===== config.mk =====
export PLATFORM = sky130hd
export DESIGN_NAME = matbi_bram_stream_reader
export DESIGN_NICKNAME = d
export VERILOG_FILES = /design/src/rtl/matbi_peri_pkg.sv /design/src/rtl/matbi_rd_obuf.sv /design/src/rtl/matbi_bram_stream_reader.sv
export SDC_FILE = /design/constraint.sdc
export NUM_CORES = 1
export LEC_CHECK = 0
export CORE_MARGIN = 2
export CORE_UTILIZATION = 65
export DETAILED_ROUTE_END_ITERATION = 10
export DONT_BUFFER_PORTS = 1
export GPL_ROUTABILITY_DRIVEN = 0
export PLACE_DENSITY = 0.81
export SLEW_MARGIN = 5
export SYNTH_ARGS = -nofsm -noshare
export SYNTH_HDL_FRONTEND = slang
export SYNTH_SLANG_ARGS = --single-unit

===== constraint.sdc =====
create_clock -name clk -period 6.3 [get_ports clk]
set_input_delay 1.89 -clock clk [delete_from_list [all_inputs] [get_ports clk]]
set_output_delay 1.89 -clock clk [all_outputs]
set_load 0.005 [all_outputs]

===== src/rtl/matbi_peri_pkg.sv =====
// Shared definitions for the matbi peripheral masters: FSM state encodings and
// output-buffer sizing.
package matbi_peri_pkg;

    typedef enum logic [1:0] {
        S_IDLE = 2'd0,
        S_RUN  = 2'd1,
        S_DONE = 2'd2
    } state_t;

    localparam int unsigned OBUF_DEPTH = 2;
    localparam int unsigned OCC_WIDTH  = 2;

endpackage


===== src/rtl/matbi_rd_obuf.sv =====
// Two-entry in-order output buffer feeding a valid/ready stream; a push and a
// pop may happen in the same cycle.
module matbi_rd_obuf
    import matbi_peri_pkg::*;
#(
    parameter int unsigned DATA_WIDTH = 32
) (
    input  logic                  clk,
    input  logic                  reset_n,
    input  logic                  push,
    input  logic [DATA_WIDTH-1:0] push_data,
    input  logic                  m_ready,
    output logic                  m_valid,
    output logic [DATA_WIDTH-1:0] m_data,
    output logic [OCC_WIDTH-1:0]  occ
);

    logic [DATA_WIDTH-1:0] ent [OBUF_DEPTH];
    logic                  wr_ptr;
    logic                  rd_ptr;
    logic [OCC_WIDTH-1:0]  occ_q;
    logic                  pop;
    logic                  push_ok;

    assign pop     = m_valid & m_ready;
    // Upstream credit logic keeps this from ever dropping a word; the guard only protects state.
    assign push_ok = push & ((occ_q != OCC_WIDTH'(OBUF_DEPTH)) | pop);

    always_ff @(posedge clk or negedge reset_n) begin
        if (!reset_n) begin
            for (int i = 0; i < OBUF_DEPTH; i++) ent[i] <= '0;
            wr_ptr <= 1'b0;
            rd_ptr <= 1'b0;
            occ_q  <= '0;
        end else begin
            if (push_ok) begin
                ent[wr_ptr] <= push_data;
                wr_ptr      <= ~wr_ptr;
            end
            if (pop) rd_ptr <= ~rd_ptr;
            unique case ({push_ok, pop})
                2'b10:   occ_q <= occ_q + OCC_WIDTH'(1);
                2'b01:   occ_q <= occ_q - OCC_WIDTH'(1);
                default: occ_q <= occ_q;
            endcase
        end
    end

    assign m_valid = (occ_q != '0);
    assign m_data  = ent[rd_ptr];
    assign occ     = occ_q;

endmodule


===== src/rtl/matbi_bram_stream_reader.sv =====
// Drains a block of words from a 1-cycle-latency BRAM port and emits them as a
// valid/ready stream, with credit-based issue so backpressure never loses data.
module matbi_bram_stream_reader
    import matbi_peri_pkg::*;
#(
    parameter int unsigned DATA_WIDTH = 32,
    parameter int unsigned ADDR_WIDTH = 12,
    parameter int unsigned LEN_WIDTH  = 16
) (
    input  logic                  clk,
    input  logic                  reset_n,
    input  logic                  i_run,
    input  logic [ADDR_WIDTH-1:0] i_base_addr,
    input  logic [LEN_WIDTH-1:0]  i_num,
    output logic                  o_idle,
    output logic                  o_running,
    output logic                  o_done,
    output logic                  o_en,
    output logic [ADDR_WIDTH-1:0] o_addr,
    input  logic [DATA_WIDTH-1:0] i_rdata,
    output logic                  m_valid,
    input  logic                  m_ready,
    output logic [DATA_WIDTH-1:0] m_data
);

    state_t                state;
    state_t                state_nxt;
    logic [ADDR_WIDTH-1:0] base_q;
    logic [LEN_WIDTH-1:0]  num_q;
    logic [LEN_WIDTH-1:0]  issued;
    logic [LEN_WIDTH-1:0]  popped;
    logic [LEN_WIDTH-1:0]  popped_nxt;
    logic                  inflight;
    logic [OCC_WIDTH-1:0]  occ;
    logic [OCC_WIDTH-1:0]  outstanding;
    logic                  hs;
    logic                  credit;
    logic                  start;

    matbi_rd_obuf #(
        .DATA_WIDTH(DATA_WIDTH)
    ) u_obuf (
        .clk      (clk),
        .reset_n  (reset_n),
        .push     (inflight),
        .push_data(i_rdata),
        .m_ready  (m_ready),
        .m_valid  (m_valid),
        .m_data   (m_data),
        .occ      (occ)
    );

    assign hs          = m_valid & m_ready;
    assign start       = (state == S_IDLE) & i_run;
    assign popped_nxt  = popped + LEN_WIDTH'(hs);
    assign outstanding = occ + OCC_WIDTH'(inflight);
    // A slot frees up this cycle if the head word is handed off, so issue may proceed at full depth.
    assign credit      = (outstanding < OCC_WIDTH'(OBUF_DEPTH)) |
                         ((outstanding == OCC_WIDTH'(OBUF_DEPTH)) & hs);

    always_ff @(posedge clk or negedge reset_n) begin
        if (!reset_n) state <= S_IDLE;
        else          state <= state_nxt;
    end

    always_comb begin
        state_nxt = state;
        o_en      = 1'b0;
        o_addr    = '0;
        unique case (state)
            S_IDLE: if (i_run) state_nxt = S_RUN;
            S_RUN: begin
                o_en = (issued < num_q) & credit;
                if (o_en) o_addr = base_q + ADDR_WIDTH'(issued);
                if (popped_nxt == num_q) state_nxt = S_DONE;
            end
            S_DONE:  state_nxt = S_IDLE;
            default: state_nxt = S_IDLE;
        endcase
    end

    // Run parameters and transfer counters.
    always_ff @(posedge clk or negedge reset_n) begin
        if (!reset_n) begin
            base_q   <= '0;
            num_q    <= '0;
            issued   <= '0;
            popped   <= '0;
            inflight <= 1'b0;
        end else begin
            inflight <= o_en;
            if (start) begin
                base_q <= i_base_addr;
                num_q  <= i_num;
                issued <= '0;
                popped <= '0;
            end else begin
                if (o_en) issued <= issued + LEN_WIDTH'(1);
                if (hs)   popped <= popped_nxt;
            end
        end
    end

    assign o_idle    = (state == S_IDLE);
    assign o_running = (state == S_RUN);
    assign o_done    = (state == S_DONE);

endmodule

==> flow_summary.ini, run 1 <==
[worst_hold_path]
hp-class = flop to flop

[sta]
fmax_ghz = 0.172
skew_ns = 0.00589
layout_setup_ws_ns = 0.493
rsz0062_at_grt = false
finalSetupViolations = 0
worstMarginPinSlew_ns = 0.806
finalHoldViolCount = 0
slew_headroom_pct = 46.1
min_period_over_period_pct = 92.2
drv_slew = 0
finalSetupTns_ns = 0
fin_crit_ns = 5.81

[placed_design]
place_ws_ns = 0.513
hpwl_mm = 10.4
portBuffers = 0

[synth]
synth_cell_type_count = 68
synth_common_cells = 131 x dfrtp_1, 98 x mux2_2, 94 x nand2_1, 37 x nor2_1, 33 x xnor2_1
syn-cell-area_mm2 = 0.00722
syn-num-nets = 784
synth-edff-count = 0
synth_seq_cells = 131
synth_seq_area_share_pct = 45.4
yosysMostFrequentCell = dfrtp_1
synth_warnings = 0
synth.avg_cell_area_um2 = 10.5
synthFlopType = dfrtp_1
synth-async-reset-ratio_pct = 100
synthDominantCellAreaShare_pct = 45.4
synthCells = 688
ys_top_cells_by_area = dfrtp_1 45%, mux2_2 15%, ha_1 5.4%
yosys.area.top_type = dfrtp_1

[layout]
antenna_cells = 0
syn_to_final_growth_pct = 7.92
seqCellArea_mm2 = 0.00328
layout.nets = 775
drive_gt1_share_pct = 22.0
multi_input_area_mm2 = 0.00364
fillers = 776

[pwr]
power.density_mw_per_mm2 = 515
vdd_drop_max_v = 0.000298
leakagePower_nw = 3.42

[run]
drv_cap = 0

[critical_path]
r2r_cells = 11
startpoint_type = input pin
worst_setup_path_end_kind = output port
timing.rr.end = state[1]
crit_end = o_addr[0]
reg2reg_from = u_obuf.occ[0]
ff2ff_setup_slack_ns = 2.76
crit_start = m_ready
worstPathRequired_ns = 4.41
crit_arrival_ns = 3.92
crit_fanout = 25
crit_type = input pin to output port

[clock_tree]
cts_tree = done
clkLatencyLatePin_ns = 0.53
cts_hold_buf = 0
clk_pin_slew_ns = 0.06
cts_setup_buffers = 0
cts_buffers = 17
root_buffer = clkbuf_8
post_cts_resized = 0
clock_path_buffers = 2
clock_sink_count = 131
htreeDepth = 4

[floorplanning]
ioPinCount = 113
coreArea_mm2 = 0.0108
die_w_um = 109
die_area_mm2 = 0.0120
initial_utilization_pct = 66.6
die_h_um = 109
rows = 38

[routing]
wl_mm = 14.9
avgViaCountPerCell = 6.01
drc = 0
first_pass_iters = 5
wl_per_cell_um = 17.9
drt_iter0_drc = 230
antenna_left = 0
vias = 4998

[grt]
grt_first_pass_wirelength_mm = 24.4
grt_usage_pct = 26.3
antenna_found_initial = 0
gr-total-overflow = 0
grt_max_degree = 132
grt_pass1_vias = 5155

[outcome]
outcome = finished, final reports clean
[through the flow]
step / hold WS, ns / total power (W) / instance area, um2 / utilization, % / std cells
after floorplan: 0.452 / 0.00276 / 7220 / - / 688
after global placement: 0.473 / 0.00300 / 7250 / 66.9 / 800
after detailed placement: 0.474 / 0.00312 / 7250 / 66.9 / 800
after CTS: 0.491 / 0.00404 / 7790 / 71.9 / 832
after global routing: 0.512 / 0.00429 / 7790 / 71.9 / 832
final: 0.486 / 0.00402 / 7790 / 71.9 / 832
[final cells by class]
class / instances / share of cell area [%]
multi-input combinational: 492 / 46.7
sequential: 131 / 42.1
clock buffer: 18 / 5.36
tap: 140 / 2.25
clock inverter: 14 / 1.65
inverter: 33 / 1.59
timing repair buffer: 4 / 0.385
[where the power goes]
group | switching, W | total [W] | internal [W]
registers | 0.000251 | 0.00145 | 0.00120
logic | 0.000851 | 0.00166 | 0.000810
clock network | 0.000378 | 0.000905 | 0.000527
total | 0.00148 | 0.00402 | 0.00254
[cell families after synthesis]
group           share of synthesized area, %
simple gates                            14.3
mux                                     16.3
fa+ha+maj                               5.65
flops                                   45.4
xor+xnor                                5.58
compound gates                          8.52
buf+inv                                 4.26
[state kept, by name, summed over array words and instances (netlist names)]
register       count
u_obuf.occ         2
popped            16
state              2
num_q             16
inflight           1
u_obuf.wr_ptr      1
u_obuf.ent        64
base_q            12
issued            16
u_obuf.rd_ptr      1
[cell usage in the layout, fill, tap and decap left out, types with 3 or more instances in the layout]
| cell | netlist | routed |
|---|---|---|
| mux2i_1 | 6 | 6 |
| nor2b_1 | 6 | 6 |
| clkbuf_16 | 0 | 16 |
| nand2b_1 | 4 | 4 |
| o31ai_1 | 3 | 3 |
| or4_1 | 3 | 3 |
| dfrtp_1 | 131 | 131 |
| clkinv_4 | 0 | 5 |
| nor2_1 | 37 | 36 |
| mux2_2 | 98 | 98 |
| xnor2_1 | 33 | 33 |
| and3_1 | 7 | 7 |
| o2111ai_1 | 4 | 4 |
| inv_1 | 31 | 31 |
| o21ai_1 | 6 | 6 |
| xor2_1 | 13 | 13 |
| ha_1 | 31 | 31 |
| or3_1 | 6 | 6 |
| buf_4 | 1 | 4 |
| nor3_1 | 7 | 7 |
| nand2_1 | 94 | 94 |
| a21oi_1 | 21 | 21 |
| o21bai_1 | 3 | 3 |
| o211ai_1 | 3 | 3 |
| o21ai_0 | 30 | 30 |
| nand4_1 | 9 | 9 |
| inv_6 | 0 | 4 |
| a21o_1 | 6 | 6 |
| clkinv_2 | 0 | 4 |
| nand3_1 | 15 | 15 |
| nor4_1 | 5 | 5 |
[layer usage]
metal	track usage, %	part of all wire, %	vias to the layer above	routed length (um)
met5	0	0	-	0
met4	10.9	2.5	0	367
met3	5.87	4.9	29	727
met2	44.8	51	146	7620
met1	32.5	41	2439	6160
li1	-	-	2384	-
[critical path: stages]
cell and delay [ns]:
a311oi_1 0.26, a221oi_1 0.10, o2111ai_1 0.19, a21o_1 0.64
clkinv_1 0.52, and2_1 0.32
[how the worst min path moves through the flow]
stage / from / slack, ns / cells past startpoint / endpoint
after floorplan: base_q[0] / 0.45 / 2 / base_q[0]
after global placement: base_q[5] / 0.47 / 2 / base_q[5]
after detailed placement: base_q[4] / 0.47 / 2 / base_q[4]
after CTS: base_q[4] / 0.49 / 2 / base_q[4]
after global routing: issued[15] / 0.51 / 1 / issued[15]
final: base_q[4] / 0.49 / 2 / base_q[4]
(Power assumes the default switching activity.)
==> run 2, diff against run 1 <==
--- a/config.mk
+++ b/config.mk
@@ -5,13 +5,12 @@
 export SDC_FILE = /design/constraint.sdc
 export NUM_CORES = 1
 export LEC_CHECK = 0
-export CORE_MARGIN = 2
+export CORE_MARGIN = 1
 export CORE_UTILIZATION = 65
 export DETAILED_ROUTE_END_ITERATION = 10
 export DONT_BUFFER_PORTS = 1
 export GPL_ROUTABILITY_DRIVEN = 0
 export PLACE_DENSITY = 0.81
-export SLEW_MARGIN = 5
 export SYNTH_ARGS = -nofsm -noshare
 export SYNTH_HDL_FRONTEND = slang
 export SYNTH_SLANG_ARGS = --single-unit
==> flow_summary.ini, run 2 (synthesis gave the netlist of run 1 again) <==
[sta]
slew_headroom_pct = 27.8
min_period_over_period_pct = 91.5
drv_slew = 0
skew_ns = 0.00720
worstMarginPinSlew_ns = 1.08
fmax_ghz = 0.174
whs_ns = 0.493
finalSetupViolations = 0
fin_crit_ns = 5.76
finalSetupTns_ns = 0
finalHoldViolCount = 0
rsz0062_at_grt = false

[critical_path]
slowest_delay_ns = 0.63
crit_chain = a311oi_1 > a221oi_1 > o2111ai_1 > a21o_1 > clkinv_1 > and2_1
startpoint_type = input pin
worst_setup_path_end_kind = output port
cp_slowest_cell = a21o_1
crit_type = input pin to output port
worstPathRequired_ns = 4.41
crit_fanout = 25
crit_arrival_ns = 3.87

[clock_tree]
htreeDepth = 4
clkLatencyLatePin_ns = 0.54
cts_hold_buf = 0
clock_sink_count = 131
cts_setup_buffers = 0
cts_tree = done
root_buffer = clkbuf_8
clock_path_buffers = 2
post_cts_resized = 0
cts_buffers = 17
clk_pin_slew_ns = 0.06

[floorplanning]
die_area_mm2 = 0.0115
die_w_um = 107
rows = 38
initial_utilization_pct = 66.6
die_h_um = 107
ioPinCount = 113
coreArea_mm2 = 0.0108

[routing]
antenna_left = 0
drt_iter0_drc = 220
wl_per_cell_um = 18.0
avgViaCountPerCell = 6.07
wl_mm = 15.0
first_pass_iters = 5
vias = 5054
drc = 0

[layout]
final_cell_mix = 131 x dfrtp_1, 98 x mux2_2, 94 x nand2_1
final_common_cell = dfrtp_1
multi_input_area_mm2 = 0.00364
layout.nets = 775
largest-register = u_obuf.ent
drive_gt1_share_pct = 22.1
syn_to_final_growth_pct = 8.54
fillers = 762
finalInstanceArea_mm2 = 0.00784
final_util_pct = 72.3
seqCellArea_mm2 = 0.00328
antenna_cells = 0
largest_register_ffs = 64

[grt]
gr-total-overflow = 0
antenna_found_initial = 0
grt_max_degree = 132
grt_pass1_vias = 5156
grt_first_pass_wirelength_mm = 24.8
grt_usage_pct = 28.0

[placed_design]
hpwl_mm = 10.5
portBuffers = 0
placed_area_mm2 = 0.00725

[pwr]
power_frac_clock_pct = 24.1
comb_power_share_pct = 40.5
power.density_mw_per_mm2 = 522
vdd_drop_max_v = 0.000424
switching_share_pct = 36.1
power.total_w = 0.00410
power.switching_w = 0.00148
p_seq_share_pct = 35.5
p_int_w = 0.00262
leakagePower_nw = 3.43

[worst_hold_path]
hp-class = flop to flop

[run]
drv_cap = 0

[outcome]
outcome = finished, final reports clean
==> run 2: cell types whose count changed in the layout (fill, tap and decap cells not counted), sizes merged <==
cell and change:
clkinv -3, bufinv +2, clkbuf -1, clkinvlp +2
==> run 2: worst paths after layout <==
kind | endpoint | start | cells after the start | slack [ns]
min | base_q[7] | base_q[7] | 2 | 0.49
max | o_addr[0] | m_ready | 6 | 0.54
min in group asynchronous | popped[13] | reset_n | 0 | 1.04
max reg2reg | state[1] | u_obuf.occ[0] | 11 | 2.71
max in group asynchronous | base_q[1] | reset_n | 0 | 5.03
min reg2reg | base_q[7] | base_q[7] | 2 | 0.49
==> run 2: power groups by stage <==
stage / clock network [W] / registers [W] / logic (W)
2_1_floorplan: 0 / 0.00137 / 0.00140
3_5_place_dp: 0 / 0.00146 / 0.00166
5_1_grt: 0.00103 / 0.00149 / 0.00184
6_report: 0.000985 / 0.00145 / 0.00166
3_3_place_gp: 0 / 0.00143 / 0.00158
4_1_cts: 0.000999 / 0.00145 / 0.00167
==> run 2: critical path: cells and delay by family <==
family / cells / cell delay (ns)
AO/OA/AOI/OAI: 4 / 1.16
AND/OR/NAND/NOR: 1 / 0.31
buffers and inverters: 1 / 0.50
==> run 2: per-stage QoR <==
step | std cells | setup slack (ns)
2_1_floorplan | 688 | 1.17
3_3_place_gp | 800 | 0.606
3_5_place_dp | 800 | 0.541
4_1_cts | 832 | 0.527
5_1_grt | 832 | 0.314
6_report | 832 | 0.538
==> run 2: layout make-up <==
| cell class | count | area share, % |
|---|---|---|
| repair buffers | 4 | 0.383 |
| clock buffers | 17 | 5.28 |
| well taps | 140 | 2.23 |
| multi-input cells | 492 | 46.4 |
| clock inverters | 15 | 2.27 |
| inverters | 33 | 1.58 |
| flip-flops and latches | 131 | 41.8 |
==> run 2: routing by layer <==
layer,GRT usage [%],share of wire [%],wire length [um]
met5,0,0,0
met4,11.2,2.3,344
met3,7.38,4.9,741
met2,46.7,51,7590
met1,34.8,42,6300
